## config.mk

```make
export PLATFORM = sky130hd
export DESIGN_NAME = reg_shadow_writer
export DESIGN_NICKNAME = d
export VERILOG_FILES = /design/src/rtl/reg_shadow_writer.sv
export SDC_FILE = /design/constraint.sdc
export NUM_CORES = 1
export LEC_CHECK = 0
export ABC_AREA = 1
export BUFFER_PORTS_ARGS = -buffer_cell sky130_fd_sc_hd__buf_4
export CAP_MARGIN = 20
export CORE_ASPECT_RATIO = 1.1
export CORE_MARGIN = 2
export CORE_UTILIZATION = 38
export CTS_BUF_LIST = sky130_fd_sc_hd__clkbuf_4 sky130_fd_sc_hd__clkbuf_8
export CTS_CLUSTER_SIZE = 30
export DETAILED_ROUTE_END_ITERATION = 8
export PLACE_DENSITY_LB_ADDON = 0.2
export SYNTH_ARGS = -nofsm -noshare
export SYNTH_HDL_FRONTEND = slang
export SYNTH_SLANG_ARGS = --single-unit
```

## constraint.sdc

```tcl
create_clock -name clk_i -period 2.1 [get_ports clk_i]
set_input_delay 0.105 -clock clk_i [delete_from_list [all_inputs] [get_ports clk_i]]
set_output_delay 0.105 -clock clk_i [all_outputs]
set_load 0.01 [all_outputs]
```

## src/rtl/reg_shadow_writer.sv

```systemverilog
// reg_shadow_writer
//   Register-bus initiator that commits one shadowed-register value per client
//   command: a phase-clearing read, two identical writes and (optionally) a
//   readback compare. Reports a single completion record per command.
//
// Ports
//   clk_i, rst_ni                    clock, asynchronous active-low reset
//   cmd_valid_i/cmd_ready_o          client command handshake (ready only in IDLE)
//   cmd_addr_i, cmd_wdata_i          shadowed register address and value
//   rsp_valid_o/rsp_ready_i          completion handshake, rsp_* held until accepted
//   rsp_status_o                     0 OK, 1 BUS_ERR, 2 MISMATCH, 3 TIMEOUT
//   rsp_stage_o                      beat that ended the sequence: 0 CLR, 1 WR0, 2 WR1, 3 VRFY
//   rsp_rdata_o                      readback data of a completed VRFY beat, else 0
//   reg_addr_o/write/wdata/wstrb     registered reg bus request fields
//   reg_valid_o/reg_ready_i          reg bus beat handshake
//   reg_rdata_i, reg_error_i         reg bus response, sampled on valid & ready
//
// States
//   IDLE | waiting for a command
//   CLR  | read of the target, resets the shadow slice phase
//   WR0  | first write of the value
//   WR1  | second write of the value (commits)
//   VRFY | readback of the committed value (Verify=1 only)
//   RESP | completion record presented to the client

module reg_shadow_writer #(
  parameter int unsigned AW         = 32,
  parameter int unsigned DW         = 32,
  parameter bit          Verify     = 1'b1,
  parameter int unsigned TimeoutCyc = 256
) (
  input  logic            clk_i,
  input  logic            rst_ni,
  input  logic            cmd_valid_i,
  output logic            cmd_ready_o,
  input  logic [AW-1:0]   cmd_addr_i,
  input  logic [DW-1:0]   cmd_wdata_i,
  output logic            rsp_valid_o,
  input  logic            rsp_ready_i,
  output logic [1:0]      rsp_status_o,
  output logic [1:0]      rsp_stage_o,
  output logic [DW-1:0]   rsp_rdata_o,
  output logic [AW-1:0]   reg_addr_o,
  output logic            reg_write_o,
  output logic [DW-1:0]   reg_wdata_o,
  output logic [DW/8-1:0] reg_wstrb_o,
  output logic            reg_valid_o,
  input  logic [DW-1:0]   reg_rdata_i,
  input  logic            reg_error_i,
  input  logic            reg_ready_i
);

  localparam int unsigned CW = (TimeoutCyc > 1) ? $clog2(TimeoutCyc) : 1;
  localparam logic [CW-1:0] TMO_LAST = (TimeoutCyc == 0) ? '0 : CW'(TimeoutCyc - 1);

  localparam logic [1:0] ST_OK       = 2'd0;
  localparam logic [1:0] ST_BUS_ERR  = 2'd1;
  localparam logic [1:0] ST_MISMATCH = 2'd2;
  localparam logic [1:0] ST_TIMEOUT  = 2'd3;

  typedef enum logic [2:0] {
    S_IDLE, S_CLR, S_WR0, S_WR1, S_VRFY, S_RESP
  } state_t;

  state_t          state_q, state_d;
  logic [AW-1:0]   addr_q;
  logic [DW-1:0]   wdata_q;
  logic [CW-1:0]   tmo_q, tmo_d;
  logic            rsp_valid_d;
  logic [1:0]      status_d, stage_d;
  logic [DW-1:0]   rdata_d;
  logic            reg_valid_d, reg_write_d;
  logic [DW/8-1:0] reg_wstrb_d;
  logic            beat_done, tmo_hit;
  logic [1:0]      cur_stage;

  // Address and data come straight from the captured command; they only
  // matter while reg_valid_o is high, and the flops keep them stable.
  assign cmd_ready_o = (state_q == S_IDLE);
  assign reg_addr_o  = addr_q;
  assign reg_wdata_o = wdata_q;

  assign beat_done = reg_valid_o & reg_ready_i;
  assign tmo_hit   = (TimeoutCyc != 0) && reg_valid_o && !reg_ready_i && (tmo_q == TMO_LAST);

  always_comb begin
    cur_stage = 2'd0;
    case (state_q)
      S_WR0:   cur_stage = 2'd1;
      S_WR1:   cur_stage = 2'd2;
      S_VRFY:  cur_stage = 2'd3;
      default: cur_stage = 2'd0;
    endcase
  end

  always_comb begin
    state_d     = state_q;
    tmo_d       = tmo_q;
    rsp_valid_d = rsp_valid_o;
    status_d    = rsp_status_o;
    stage_d     = rsp_stage_o;
    rdata_d     = rsp_rdata_o;

    case (state_q)
      S_IDLE: begin
        tmo_d = '0;
        if (cmd_valid_i) state_d = S_CLR;
      end
      S_CLR, S_WR0, S_WR1, S_VRFY: begin
        if (beat_done) begin
          tmo_d = '0;
          if (reg_error_i) begin
            // Abort: the slice may be left at phase 1, the next CLR read fixes it.
            state_d  = S_RESP;
            status_d = ST_BUS_ERR;
            stage_d  = cur_stage;
          end else begin
            case (state_q)
              S_CLR: state_d = S_WR0;
              S_WR0: state_d = S_WR1;
              S_WR1: begin
                if (Verify) begin
                  state_d = S_VRFY;
                end else begin
                  state_d  = S_RESP;
                  status_d = ST_OK;
                  stage_d  = 2'd2;
                end
              end
              default: begin
                state_d  = S_RESP;
                stage_d  = 2'd3;
                rdata_d  = reg_rdata_i;
                status_d = (reg_rdata_i == wdata_q) ? ST_OK : ST_MISMATCH;
              end
            endcase
          end
        end else if (tmo_hit) begin
          state_d  = S_RESP;
          status_d = ST_TIMEOUT;
          stage_d  = cur_stage;
          tmo_d    = '0;
        end else if (reg_valid_o) begin
          tmo_d = tmo_q + CW'(1);
        end
      end
      S_RESP: begin
        if (rsp_ready_i) begin
          state_d     = S_IDLE;
          rsp_valid_d = 1'b0;
          status_d    = ST_OK;
          stage_d     = 2'd0;
          rdata_d     = '0;
        end
      end
      default: state_d = S_IDLE;
    endcase

    if (state_q != S_RESP && state_d == S_RESP) rsp_valid_d = 1'b1;

    // Bus request fields are registered from the state being entered.
    reg_valid_d = (state_d == S_CLR) || (state_d == S_WR0) ||
                  (state_d == S_WR1) || (state_d == S_VRFY);
    reg_write_d = (state_d == S_WR0) || (state_d == S_WR1);
    reg_wstrb_d = reg_write_d ? '1 : '0;
  end

  always_ff @(posedge clk_i or negedge rst_ni) begin
    if (!rst_ni) begin
      state_q      <= S_IDLE;
      addr_q       <= '0;
      wdata_q      <= '0;
      tmo_q        <= '0;
      rsp_valid_o  <= 1'b0;
      rsp_status_o <= 2'd0;
      rsp_stage_o  <= 2'd0;
      rsp_rdata_o  <= '0;
      reg_valid_o  <= 1'b0;
      reg_write_o  <= 1'b0;
      reg_wstrb_o  <= '0;
    end else begin
      state_q      <= state_d;
      tmo_q        <= tmo_d;
      rsp_valid_o  <= rsp_valid_d;
      rsp_status_o <= status_d;
      rsp_stage_o  <= stage_d;
      rsp_rdata_o  <= rdata_d;
      reg_valid_o  <= reg_valid_d;
      reg_write_o  <= reg_write_d;
      reg_wstrb_o  <= reg_wstrb_d;
      if (state_q == S_IDLE && cmd_valid_i) begin
        addr_q  <= cmd_addr_i;
        wdata_q <= cmd_wdata_i;
      end
    end
  end

endmodule

```

Yosys cells after proc, flatten, opt, wreduce, memory -nomap -nowiden
Index checks and enable logic that the tools add are counted. Widths: inputs -> output; s select.

Output and inout bits: 108. Logic and storage cells: 86. Bits of input ports: 102. Flip-flop bits (word level): 118.

Mux-type cells: 33. Reduce and logical (&&, ||, !) cells: 20. Equality and inequality tests: 20. Bitwise operators: 1. $add $sub $neg: 1.

Operators by type and width (count): $mux 32 (4); $pmux 32 s2 (1); $eq 32x32->1 (1); $mux 8 (3); $mux 2 (10); $pmux 3 s3 (2); $pmux 8 s2 (1); $mux 3 (5); $eq 3x2->1 const B (4); $eq 3x3->1 const B (4); $add 8x1->8 const B (1); $eq 8x8->1 const B (1); $ne 2x2->1 const B (4); $ne 4x4->1 const B (2); $pmux 2 s2 (2); $reduce_bool 2->1 (4); $eq 3x1->1 const B (2); $ne 3x3->1 const B (2); $pmux 2 s3 (1); $reduce_and 5->1 (1); $logic_and 1x1->1 (4); $logic_or 1x1->1 (4); $mux 4 (1); $reduce_and 2->1 (2); other kinds (7) (9).

Longest topological paths before layout
Word-level depth: 10. Depth in mapped cells: 12. Mapped depth without buffers: 12.

Least setup slack after synthesis
No wires, ideal clock.

Path kind: reg2reg. From: register tmo_q[1]. To: register rsp_status_o[1]. Path buffers: 0. Arrival: 1.410 ns. Slack: 0.574 ns. Cell stages (with the launch flop): 13. Required time: 1.983 ns. Clock period less this slack: 1.526 ns. Cell sequence: dfrtp_1 -> ha_1 -> nand2_1 -> inv_1 -> nand2_1 -> nor2_1 -> nand2_1 -> nand2_1 -> nand4_1 -> inv_1 -> nor2_2 -> nand2_1 -> nand2_1.

Longest elaborated chain between the ends: 4.

RTL lines: start, declared (RTL line 68) `logic [CW-1:0] tmo_q, tmo_d;`; start signal, assigned (RTL line 183) `tmo_q <= tmo_d;`; $eq 8x8->1 (RTL line 84) `assign tmo_hit = (TimeoutCyc != 0) && reg_valid_o && !reg_ready_i && (tmo_q == TMO_LAST);`; $logic_and 1x1->1 (RTL line 84); $ne 3x3->1 (no line); $reduce_and 4->1 (no line); end signal, assigned (RTL line 185) `rsp_status_o <= status_d;`; end, declared (RTL line 40) `output logic [1:0] rsp_status_o,`.

No other way between the ends. A chain may end at the register's enable or synchronous reset.

Worst setup path in the final report
From: register reg_valid_o. To: register rsp_rdata_o[26].

Longest elaborated chain between the ends: 3.

RTL lines: start, declared (RTL line 47) `output logic reg_valid_o,`; start signal, assigned (RTL line 188) `reg_valid_o <= reg_valid_d;`; $and 1x1->1 (RTL line 83) `assign beat_done = reg_valid_o & reg_ready_i;`; $ne 2x2->1 (no line); $reduce_and 5->1 (no line); end signal, assigned (RTL line 187) `rsp_rdata_o <= rdata_d;`; end, declared (RTL line 42) `output logic [DW-1:0] rsp_rdata_o,`.

No other way between the ends.

==> impl_metrics.toml <==
[final_layout]
syn_to_final_growth_pct = 61.4
drive_gt1_share_pct = 36.2
fin_util_pct = 62.7
fin_nets = 942
antenna_cells = 0

[critical_path]
worst-path-buf-inv = 1
worstPathCellList = "nand2_1 > nor2_1 > inv_1 > a21oi_4 > nand2_1 > o22ai_1"
worstSetupStartpoint = "reg_valid_o"
end_kind = "register"
critPathKind = "register to register"
path_depth = 6
reg2reg_to = "rsp_rdata_o[26]"
cp_max_fo = 11
critPathLaunchType = "register"
critPathTopFamily = "simple AND/OR/NAND/NOR gates"
critical_path_required_ns = 2.44
reg2reg_setup_slack_ns = 0.28
max_stage_delay_ns = 0.40
critical_path_arrival_ns = 2.16
rr_startpoint = "reg_valid_o"
crit_end = "rsp_rdata_o[26]"
worstRegToRegCells = 6
critPathSlowestCell = "dfrtp_1"
cpMostUsedCell = "nand2_1"

[place]
place_ws_ns = 0.284
dp.final_hpwl_mm = 9.98
place.port_buffers = 209
gp_congestion = 0.920

[detailed_routing]
drc = 0
drt-pass1-iter-count = 4
postRouteAntennaNets = 0
drt_iter0_drc = 182
routedWlPerCell_um = 14.7
via_per_inst = 4.65
wl_mm = 14.9
route.vias.total = 4705

[global_route]
grt_overflow = 0
grt_max_degree = 44
track_usage_pct = 21.8
grt_pass1_vias = 4997
antenna_found_initial = 0
grt_pass1_wl_mm = 24.3

[logic_synthesis]
avgSynthCellArea_um2 = 9.75
yosysWarnings = 0
yosysSeqAreaShare_pct = 55.8
syn_inst = 525
syn_area_mm2 = 0.00512
yosysUniqueCellTypes = 24
syn_nets = 628
synth_seq_cells = 114

[die]
fp.dieH_um = 126
core_area_mm2 = 0.0132
fp.dieArea_mm2 = 0.0144
initial_core_util_pct = 38.9
die_w_um = 115
ios = 210
num_rows = 44

[clock_tree]
ctsHoldBuffers = 99
clock_path_buffers = 2
root_buffer = "clkbuf_8"
cts_sinks = 114
post_cts_buffers = 0
cts_max_level = 4
post_cts_resized = 0
clk_pin_slew_ns = 0.07
cts_tree = "done"
clk_latency_ns = 0.44
cts_buffers = 17

[status]
status = "complete, no violations"

[power_and_ir_drop]
ir_worst_vdd_mv = 0.784
combPwrFrac_pct = 46.1
p_sw_share_pct = 36.5
seqPwrFrac_pct = 35.6
p_sw_uw = 3950
power_leakage_uw = 0.00417
p_clk_share_pct = 18.3
power_density_mw_per_mm2 = 1310
p_int_uw = 6880

[sta]
setup_ws_ns = 0.278
maxSlewViolCount = 0
worstMarginPinSlew_ns = 0.549
timing_hold_violations_final = 0
period_share_pct = 86.8
period_minus_slack_ns = 1.82
finalSetupTns_ns = 0
setup_violations = 0
clock_skew_ns = 0.00737
slew-limit-headroom_pct = 63.4
maxClockFrequency_mhz = 549
rsz0062_at_grt = "false"

[flow_run]
drv_cap = 0

[worst_hold_path]
min_path_type = "input pin to register"
-- cells in the mapped netlist --
| master | count | area, µm² |
|---|---|---|
| a21oi_1 | 16 | 80.1 |
| a21oi_4 | 1 | 16.3 |
| a31oi_1 | 1 | 6.26 |
| and3_1 | 1 | 6.26 |
| buf_2 | 9 | 45.0 |
| buf_4 | 8 | 60.1 |
| clkbuf_1 | 2 | 7.51 |
| clkbuf_2 | 2 | 10.0 |
| dfrtp_1 | 114 | 2850 |
| ha_1 | 1 | 12.5 |
| inv_1 | 81 | 304 |
| inv_2 | 1 | 3.75 |
| mux2_2 | 53 | 597 |
| nand2_1 | 101 | 379 |
| nand3_1 | 30 | 150 |
| nand4_1 | 4 | 25.0 |
| nor2_1 | 32 | 120 |
| nor2_2 | 3 | 18.8 |
| nor3_1 | 3 | 15.0 |
| o21ai_0 | 27 | 135 |
| o21ai_1 | 2 | 10.0 |
| o21ai_2 | 1 | 8.76 |
| o22ai_1 | 11 | 68.8 |
| xnor2_1 | 21 | 184 |
-- placed cells by master, fill, tap and decap left out --
cell type / synthesis / routed
mux2_2: 53 / 53
o22ai_1: 11 / 11
o21ai_0: 27 / 27
a21oi_4: 1 / 1
xnor2_1: 21 / 21
bufinv_16: 0 / 1
o21ai_2: 1 / 1
nand3_1: 30 / 30
dfrtp_1: 114 / 114
clkbuf_4: 0 / 4
a31oi_1: 1 / 1
inv_1: 81 / 81
buf_4: 8 / 213
nand4_1: 4 / 4
nor2_1: 32 / 32
and3_1: 1 / 1
nand2_4: 0 / 1
o21ai_1: 2 / 2
dlygate4sd3_1: 0 / 99
nor2_2: 3 / 3
inv_2: 1 / 1
ha_1: 1 / 1
nor3_1: 3 / 3
clkbuf_8: 0 / 22
nand2_1: 101 / 100
buf_12: 0 / 4
a21oi_1: 16 / 16
clkinv_2: 0 / 4
-- registers in the layout, summed over array words and instances (netlist names) --
name,cells
reg_addr_o,32
reg_valid_o,1
rsp_valid_o,1
rsp_rdata_o,32
reg_wdata_o,32
state_q,3
reg_wstrb_o,1
rsp_status_o,2
rsp_stage_o,2
tmo_q,8
-- tightest hold or removal path, stage by stage --
cell and delay, ns:
buf_4 0.09, nand2_1 0.09, nand3_1 0.12, a21oi_1 0.10, inv_1 0.05
-- cell type report --
type                       instances  area [µm²]
inverter                          82         308
clock inverter                     5        50.0
clock buffer                      26         333
fill                            1028        4900
tap                              161         201
multi-input combinational        308        1840
sequential                       114        2850
timing repair buffer             316        2670
-- worst min-delay path by stage --
stage           startpoint              end  slack [ns]  cells after the start
2_1_floorplan       rst_ni    reg_addr_o[0]       -0.19                      0
6_report       reg_ready_i       state_q[0]        0.15                      5
4_1_cts        reg_ready_i       state_q[0]         0.1                      5
5_1_grt        reg_ready_i       state_q[0]        0.18                      5
3_5_place_dp        rst_ni  reg_wdata_o[18]        0.13                      1
3_3_place_gp        rst_ni  reg_wdata_o[16]        0.13                      1
-- power by group through the flow --
stage / Combinational, µW / Clock (µW) / Sequential (µW)
2_1_floorplan: 2170 / 0 / 4200
3_3_place_gp: 4760 / 0 / 3830
3_5_place_dp: 4840 / 0 / 3880
4_1_cts: 5000 / 2050 / 3850
5_1_grt: 5450 / 2150 / 3990
6_report: 4990 / 1980 / 3860
-- per-layer routing --
metal	wire length, µm	GRT usage (%)	vias up
met4	383	10.0	0
met3	795	6.16	29
met5	0	0	-
li1	-	-	2288
met2	7930	38.1	148
met1	5770	24.4	2240
-- per-stage QoR --
step                hold WS (ns)  cell area [µm²]  std cells  total power (µW)
detailed placement         0.134             6880        882              8710
CTS                       0.0964             8260       1012             10900
global route               0.179             8260       1012             11600
floorplan                 -0.191             5120        525              6370
global placement           0.130             6880        882              8590
finish                     0.146             8260       1012             10800
-- cell families after synthesis --
| family | Yosys count | share of synthesized area (%) |
|---|---|---|
| adder cells (fa/ha/maj) | 1 | 0.245 |
| AND/OR/NAND/NOR | 174 | 14.0 |
| XOR/XNOR | 21 | 3.60 |
| AO/OA/AOI/OAI | 59 | 6.36 |
| flip-flops | 114 | 55.8 |
| multiplexers | 53 | 11.7 |
| buffers and inverters | 103 | 8.41 |
(Power assumes the default switching activity.)
